### config.mk
export PLATFORM = sky130hd
export DESIGN_NAME = btn_event_arbiter
export DESIGN_NICKNAME = d
export VERILOG_FILES = /design/src/rtl/btn_evt_pkg.sv /design/src/rtl/btn_press_fsm.sv /design/src/rtl/btn_event_arbiter.sv
export SDC_FILE = /design/constraint.sdc
export NUM_CORES = 1
export LEC_CHECK = 0
export ABC_AREA = 1
export BUFFER_PORTS_ARGS = -buffer_cell sky130_fd_sc_hd__buf_4
export CORE_MARGIN = 2
export CORE_UTILIZATION = 25
export DETAILED_ROUTE_END_ITERATION = 10
export PLACE_DENSITY = 0.38
export REMOVE_ABC_BUFFERS = 1
export SYNTH_ARGS = -nofsm -noshare
export SYNTH_HDL_FRONTEND = slang
export SYNTH_HIERARCHICAL = 1
export SYNTH_SLANG_ARGS = --single-unit
### constraint.sdc
create_clock -name clk -period 4.25 [get_ports clk]
set_input_delay 1.275 -clock clk [delete_from_list [all_inputs] [get_ports clk]]
set_output_delay 1.275 -clock clk [all_outputs]
set_load 0.02 [all_outputs]
### src/rtl/btn_evt_pkg.sv
// Shared types and constants for the button event arbiter.
package btn_evt_pkg;

    // Hold and repeat counter width
    localparam int unsigned CNT_W = 16;

    // Event type codes as seen on the event port
    typedef enum logic [1:0] {
        EVT_NONE   = 2'b00,
        EVT_SHORT  = 2'b01,
        EVT_LONG   = 2'b10,
        EVT_REPEAT = 2'b11
    } evt_type_e;

    // Per-button press classifier states
    typedef enum logic [1:0] {
        ST_IDLE    = 2'b00,
        ST_PRESSED = 2'b01,
        ST_HELD    = 2'b10
    } fsm_state_e;

endpackage

### src/rtl/btn_press_fsm.sv
// Per-button press classifier: turns a debounced level plus the ms tick
// into SHORT / LONG / REPEAT strobes. The strobe is combinational so the
// top-level pending slot captures it on the same edge the FSM advances.
module btn_press_fsm
    import btn_evt_pkg::*;
#(
    parameter int unsigned LONG_MS   = 1000,
    parameter int unsigned REPEAT_MS = 200
) (
    input  logic      clk,
    input  logic      rst,
    input  logic      level,
    input  logic      ms_tick,
    output logic      evt_stb,
    output evt_type_e evt_type
);

    localparam logic [CNT_W-1:0] LONG_CNT = CNT_W'(LONG_MS);
    localparam logic [CNT_W-1:0] REP_CNT  = CNT_W'(REPEAT_MS);

    fsm_state_e       state;
    fsm_state_e       state_nxt;
    logic [CNT_W-1:0] hold_cnt;
    logic [CNT_W-1:0] hold_cnt_nxt;
    logic [CNT_W-1:0] rep_cnt;
    logic [CNT_W-1:0] rep_cnt_nxt;
    logic [CNT_W-1:0] hold_inc;
    logic [CNT_W-1:0] rep_inc;
    logic             level_q;

    assign hold_inc = hold_cnt + CNT_W'(1);
    assign rep_inc  = rep_cnt + CNT_W'(1);

    // State, counters and previous level; level_q resets high so a button
    // still held when reset drops is not mistaken for a fresh press.
    always_ff @(posedge clk or posedge rst) begin
        if (rst) begin
            state    <= ST_IDLE;
            hold_cnt <= '0;
            rep_cnt  <= '0;
            level_q  <= 1'b1;
        end else begin
            state    <= state_nxt;
            hold_cnt <= hold_cnt_nxt;
            rep_cnt  <= rep_cnt_nxt;
            level_q  <= level;
        end
    end

    // Next-state and event decode; a release beats a same-cycle long tick.
    always_comb begin
        state_nxt    = state;
        hold_cnt_nxt = hold_cnt;
        rep_cnt_nxt  = rep_cnt;
        evt_stb      = 1'b0;
        evt_type     = EVT_NONE;
        unique case (state)
            ST_IDLE: begin
                if (level && !level_q) begin
                    hold_cnt_nxt = '0;
                    state_nxt    = ST_PRESSED;
                end
            end
            ST_PRESSED: begin
                if (!level) begin
                    evt_stb   = 1'b1;
                    evt_type  = EVT_SHORT;
                    state_nxt = ST_IDLE;
                end else if (ms_tick) begin
                    hold_cnt_nxt = hold_inc;
                    if (hold_inc == LONG_CNT) begin
                        evt_stb     = 1'b1;
                        evt_type    = EVT_LONG;
                        rep_cnt_nxt = '0;
                        state_nxt   = ST_HELD;
                    end
                end
            end
            ST_HELD: begin
                if (!level) begin
                    state_nxt = ST_IDLE;
                end else if (ms_tick) begin
                    if (rep_inc == REP_CNT) begin
                        evt_stb     = 1'b1;
                        evt_type    = EVT_REPEAT;
                        rep_cnt_nxt = '0;
                    end else begin
                        rep_cnt_nxt = rep_inc;
                    end
                end
            end
            default: begin
                state_nxt = ST_IDLE;
            end
        endcase
    end

endmodule

### src/rtl/btn_event_arbiter.sv
// Classifies button presses and serializes the resulting events onto one
// valid/ready port via per-button pending slots and a round-robin arbiter.
module btn_event_arbiter
    import btn_evt_pkg::*;
#(
    parameter int unsigned N_BTN     = 4,
    parameter int unsigned MS_DIV    = 1000,
    parameter int unsigned LONG_MS   = 1000,
    parameter int unsigned REPEAT_MS = 200
) (
    input  logic                     clk,
    input  logic                     rst,
    input  logic                     i_tick,
    input  logic [N_BTN-1:0]         i_btn_level,
    output logic                     o_evt_valid,
    output logic [$clog2(N_BTN)-1:0] o_evt_id,
    output logic [1:0]               o_evt_type,
    input  logic                     i_evt_ready,
    output logic [N_BTN-1:0]         o_ovf,
    input  logic                     i_ovf_clr
);

    localparam int unsigned ID_W  = $clog2(N_BTN);
    localparam int unsigned SUM_W = ID_W + 1;
    localparam int unsigned PRE_W = (MS_DIV > 1) ? $clog2(MS_DIV) : 1;
    localparam logic [PRE_W-1:0] PRE_LAST = PRE_W'(MS_DIV - 1);

    logic [PRE_W-1:0] pre_cnt;
    logic             ms_tick;

    logic [N_BTN-1:0] fsm_stb;
    evt_type_e        fsm_type [N_BTN];

    logic [N_BTN-1:0] slot_vld;
    evt_type_e        slot_typ [N_BTN];
    logic [ID_W-1:0]  rr_ptr;

    logic             load_c;
    logic             gnt_found_c;
    logic [ID_W-1:0]  gnt_idx_c;
    logic [ID_W-1:0]  gnt_nxt_c;
    logic [N_BTN-1:0] gnt_oh_c;
    logic [N_BTN-1:0] slot_clr_c;
    logic [N_BTN-1:0] ovf_set_c;

    // Millisecond prescaler: one ms_tick per MS_DIV input strobes
    always_ff @(posedge clk or posedge rst) begin
        if (rst) begin
            pre_cnt <= '0;
            ms_tick <= 1'b0;
        end else begin
            ms_tick <= 1'b0;
            if (i_tick) begin
                if (pre_cnt == PRE_LAST) begin
                    pre_cnt <= '0;
                    ms_tick <= 1'b1;
                end else begin
                    pre_cnt <= pre_cnt + PRE_W'(1);
                end
            end
        end
    end

    for (genvar g = 0; g < N_BTN; g++) begin : g_btn
        btn_press_fsm #(
            .LONG_MS   (LONG_MS),
            .REPEAT_MS (REPEAT_MS)
        ) u_fsm (
            .clk      (clk),
            .rst      (rst),
            .level    (i_btn_level[g]),
            .ms_tick  (ms_tick),
            .evt_stb  (fsm_stb[g]),
            .evt_type (fsm_type[g])
        );
    end

    // Round-robin search for the first pending slot at or after rr_ptr
    always_comb begin
        logic [SUM_W-1:0] sum;
        logic [SUM_W-1:0] nxt;
        logic [ID_W-1:0]  idx;
        sum         = '0;
        nxt         = '0;
        idx         = '0;
        load_c      = !o_evt_valid || i_evt_ready;
        gnt_found_c = 1'b0;
        gnt_idx_c   = '0;
        gnt_oh_c    = '0;
        for (int unsigned k = 0; k < N_BTN; k++) begin
            sum = {1'b0, rr_ptr} + SUM_W'(k);
            if (sum >= SUM_W'(N_BTN)) begin
                sum = sum - SUM_W'(N_BTN);
            end
            idx = ID_W'(sum);
            if (!gnt_found_c && slot_vld[idx]) begin
                gnt_found_c   = 1'b1;
                gnt_idx_c     = idx;
                gnt_oh_c[idx] = 1'b1;
            end
        end
        nxt = {1'b0, gnt_idx_c} + SUM_W'(1);
        if (nxt == SUM_W'(N_BTN)) begin
            nxt = '0;
        end
        gnt_nxt_c  = ID_W'(nxt);
        slot_clr_c = gnt_oh_c & {N_BTN{load_c}};
        ovf_set_c  = fsm_stb & slot_vld & ~slot_clr_c;
    end

    // Pending slots: accept a new event when empty or drained this cycle
    always_ff @(posedge clk or posedge rst) begin
        if (rst) begin
            slot_vld <= '0;
            for (int i = 0; i < N_BTN; i++) begin
                slot_typ[i] <= EVT_NONE;
            end
        end else begin
            for (int i = 0; i < N_BTN; i++) begin
                if (fsm_stb[i] && (!slot_vld[i] || slot_clr_c[i])) begin
                    slot_vld[i] <= 1'b1;
                    slot_typ[i] <= fsm_type[i];
                end else if (slot_clr_c[i]) begin
                    slot_vld[i] <= 1'b0;
                end
            end
        end
    end

    // Sticky overflow flags; a new overflow outranks a same-cycle clear
    always_ff @(posedge clk or posedge rst) begin
        if (rst) begin
            o_ovf <= '0;
        end else begin
            o_ovf <= (i_ovf_clr ? '0 : o_ovf) | ovf_set_c;
        end
    end

    // Output register and round-robin pointer
    always_ff @(posedge clk or posedge rst) begin
        if (rst) begin
            o_evt_valid <= 1'b0;
            o_evt_id    <= '0;
            o_evt_type  <= 2'b00;
            rr_ptr      <= '0;
        end else if (load_c) begin
            if (gnt_found_c) begin
                o_evt_valid <= 1'b1;
                o_evt_id    <= gnt_idx_c;
                o_evt_type  <= slot_typ[gnt_idx_c];
                rr_ptr      <= gnt_nxt_c;
            end else begin
                o_evt_valid <= 1'b0;
            end
        end
    end

endmodule

==> impl_results.md <==
- Synth top area share: 0.363
- Vias post-DR: just over 10,000
- Routability congestion estimate: 0.782
- Post-CTS setup buffers: 0
- Maximum number of pins on one net before global-route repair: 36
- Period utilization: 0.635
- Vias in the first global route: 10,200
- Clk pin slew, worst setup/hold paths: 70 ps
- Htree depth: 4
- Die Y-Extent: between 200 and 250 µm
- Fin Setup TNS: 0 ps
- Num CTS Buffers: 17
- Setup crit end kind: register
- Fmax: 371 MHz
- Synth Instances: 1,676
- Global-route wire length before repair: a little over 50,000 µm
- Synth Area per Inst: 6.99 µm²
- Port-buffer cells: 17
- Syn. warnings: 6
- CTS hold repair buffers: 0
- Leak: 5.86 nW
- Final Hold Fails: 0
- Sequential power share: 0.370
- Die area: between 40,000 and 50,000 µm²
- Netlist cell types: between 40 and 50
- Post-layout min period: roughly 2700 ps
- Maxcap violations: 0
- DRT Wirelength: 30,400 µm
- Area growth, synth to finish: 11.4%
- Initial core utilization: 0.253
- WP data required: approximately 4600 ps
- Die width: approximately 220 µm
- Internal power: around 3.2 mW
- Switching power: between 2 and 2.5 mW
- Cell Area, Synth: 11,700 µm²
- Switching share of power: 0.406
- PD cells: 411 nW/µm²
- Core area: 46,400 µm²
- Dominant cell type by area after synthesis: dfrtp_1
- DRC violations left: 0
- Post_cts resized: 0
- Num ports: 18
- Async SR Flop Fraction: 1.00
- DRT iter0 DRCs: approximately 580
- Combinational Power Share: 0.328
- Clk pwr share: 0.302
- Final std cells w/o fill: between 2,000 and 2,500
- CTS Buffer Depth: 2
- Peak VDD IR: approximately 0.00034 V
- Leading register cell type out of synthesis: dfrtp_1
- Post-detail-place hpwl: ~22,000 µm
- DRT Pass-1 Iters: 5
- Run status: finished, final reports clean
- Critical path startpoint category: register
- Share of the yosys chip area belonging to registers: 0.372
- Setup CP Type: reg -> reg
- Initial antenna violation count: 0
- CP arrival: 3080 ps
- Hold Path Class: reg -> reg
- Seq cells post-synth: 174
- Clk sinks: ~170
- Total GRT Usage: 0.134
- DR vias/cell: about 4.5
- Final setup vio count: 0
- Placed insts: roughly 2,300
- Clock root buffer: clkbuf_16
- Slew at the pin closest to its max-slew limit: about 800 ps
- Ant diodes: 0
- Crit-path max FO: 4
- Post-synth top cells: nand2_1 (545), inv_1 (207), dfrtp_1 (170)
- Unrepaired setup endpoints after global routing: no
- Worst-Skew Late Latency: 500 ps
- CTS tree: built
- Gr ovfl total: 0
- Skew final: 14.0 ps
- Most numerous cell in the Yosys netlist: nand2_1
- Wire length per cell: 13.1 µm
- Relative slew margins: 0.468
- Share of layout cells above drive strength 1: 0.105
- Synth area leaders: dfrtp_1 (36%), nand2_1 (17%), inv_1 (6.6%), nand3_1 (5.8%), nor2_1 (4.3%)
- Nets: approximately 1,700
- Final Max Tran Viols: 0
- Routed Antenna Nets: 0
- Std cell rows: slightly below 80
- Post-synth EDFFs: 0
sequential cells by signal (all words and copies together) (netlist names):
register and flops:
o_evt_valid 1, o_ovf 4, g_btn.u_fsm/level_q 4, g_btn.u_fsm/state 8
pre_cnt 10, rr_ptr 2, slot_typ 8, slot_vld 4
g_btn.u_fsm/rep_cnt 64, g_btn.u_fsm/hold_cnt 64, o_evt_id 2, ms_tick 1
o_evt_type 2
per-layer routing:
layer	routed length [µm]	vias to the layer above	track usage	part of all wire
met3	904	26	0.0305	0.030
met5	0	-	0	0
met4	438	0	0.0445	0.014
li1	-	5451	-	-
met1	15600	4790	0.184	0.51
met2	13400	99	0.208	0.44
metrics by stage:
step | setup slack, ps | hold slack [ps] | power [mW] | instance area [µm²] | util
2_1_floorplan | 1480 | 433 | 3.32 | 11500 | -
3_3_place_gp | 1180 | 472 | 3.81 | 12500 | 0.269
3_5_place_dp | 1100 | 462 | 3.79 | 12500 | 0.269
4_1_cts | 1510 | 483 | 5.49 | 13100 | 0.282
5_1_grt | 1150 | 514 | 5.80 | 13100 | 0.282
6_report | 1550 | 483 | 5.37 | 13100 | 0.282
worst max-delay path, stage by stage (launching register included):
cell and delay, ps:
dfrtp_1 400, ha_1 230, nand3_1 190, nor2_1 260, inv_1 90, nor2_1 220
nand3_1 130, nand2_1 90, nand3_1 120, nor2_1 180, nand3_1 160, a21oi_1 330
nand2_2 100, nand2_1 70, nand2_1 40
final cells by class:
type	count	area, µm²
Timing Repair Buffer	25	188
Fill cell	5091	33300
Clock buffer	18	429
Inverter	225	850
Clock inverter	14	144
Multi-Input combinational cell	1251	6320
Sequential cell	174	4360
Tap cell	607	759
path summary, 6_finish.rpt:
path,start,to,slack (ps),depth (start not counted)
min in group asynchronous,rst,slot_typ[4]$_DFFE_PP0P_,830,2
max reg2reg,g_btn[2].u_fsm/rep_cnt[0]$_DFFE_PP0P_,slot_typ[2]$_DFFE_PP0P_,1550,14
max,g_btn[2].u_fsm/rep_cnt[0]$_DFFE_PP0P_,slot_typ[2]$_DFFE_PP0P_,1550,14
max in group asynchronous,rst,g_btn[2].u_fsm/rep_cnt[5]$_DFFE_PP0P_,2490,3
min reg2reg,slot_typ[6]$_DFFE_PP0P_,slot_typ[6]$_DFFE_PP0P_,480,2
min,slot_typ[6]$_DFFE_PP0P_,slot_typ[6]$_DFFE_PP0P_,480,2
cell usage in the layout (no fill, tap or decap), types with 25 or more instances in the layout:
cell type	n
nand2_1	545
nand3_1	136
nand4_1	65
o21ai_0	71
a21oi_1	38
o22ai_1	29
nor2_1	134
nand2_2	35
inv_1	206
dfrtp_1	170
ha_1	28
buf_4	25
cell families after synthesis:
family,after synthesis,share of synthesized area
simple gates,1007,0.392
buf+inv,251,0.0880
xor+xnor,32,0.0239
flops,174,0.372
compound gates,184,0.0943
fa+ha+maj,28,0.0299
power groups by stage:
stage / Combinational [mW] / Clock [mW] / Sequential (mW)
CTS: 1.79 / 1.71 / 1.99
detailed placement: 1.78 / 0 / 2.02
finish: 1.76 / 1.62 / 1.98
global route: 2.02 / 1.77 / 2.01
floorplan: 1.32 / 0 / 2.00
global placement: 1.78 / 0 / 2.02
Note: power is estimated with default switching activity, not from simulation.
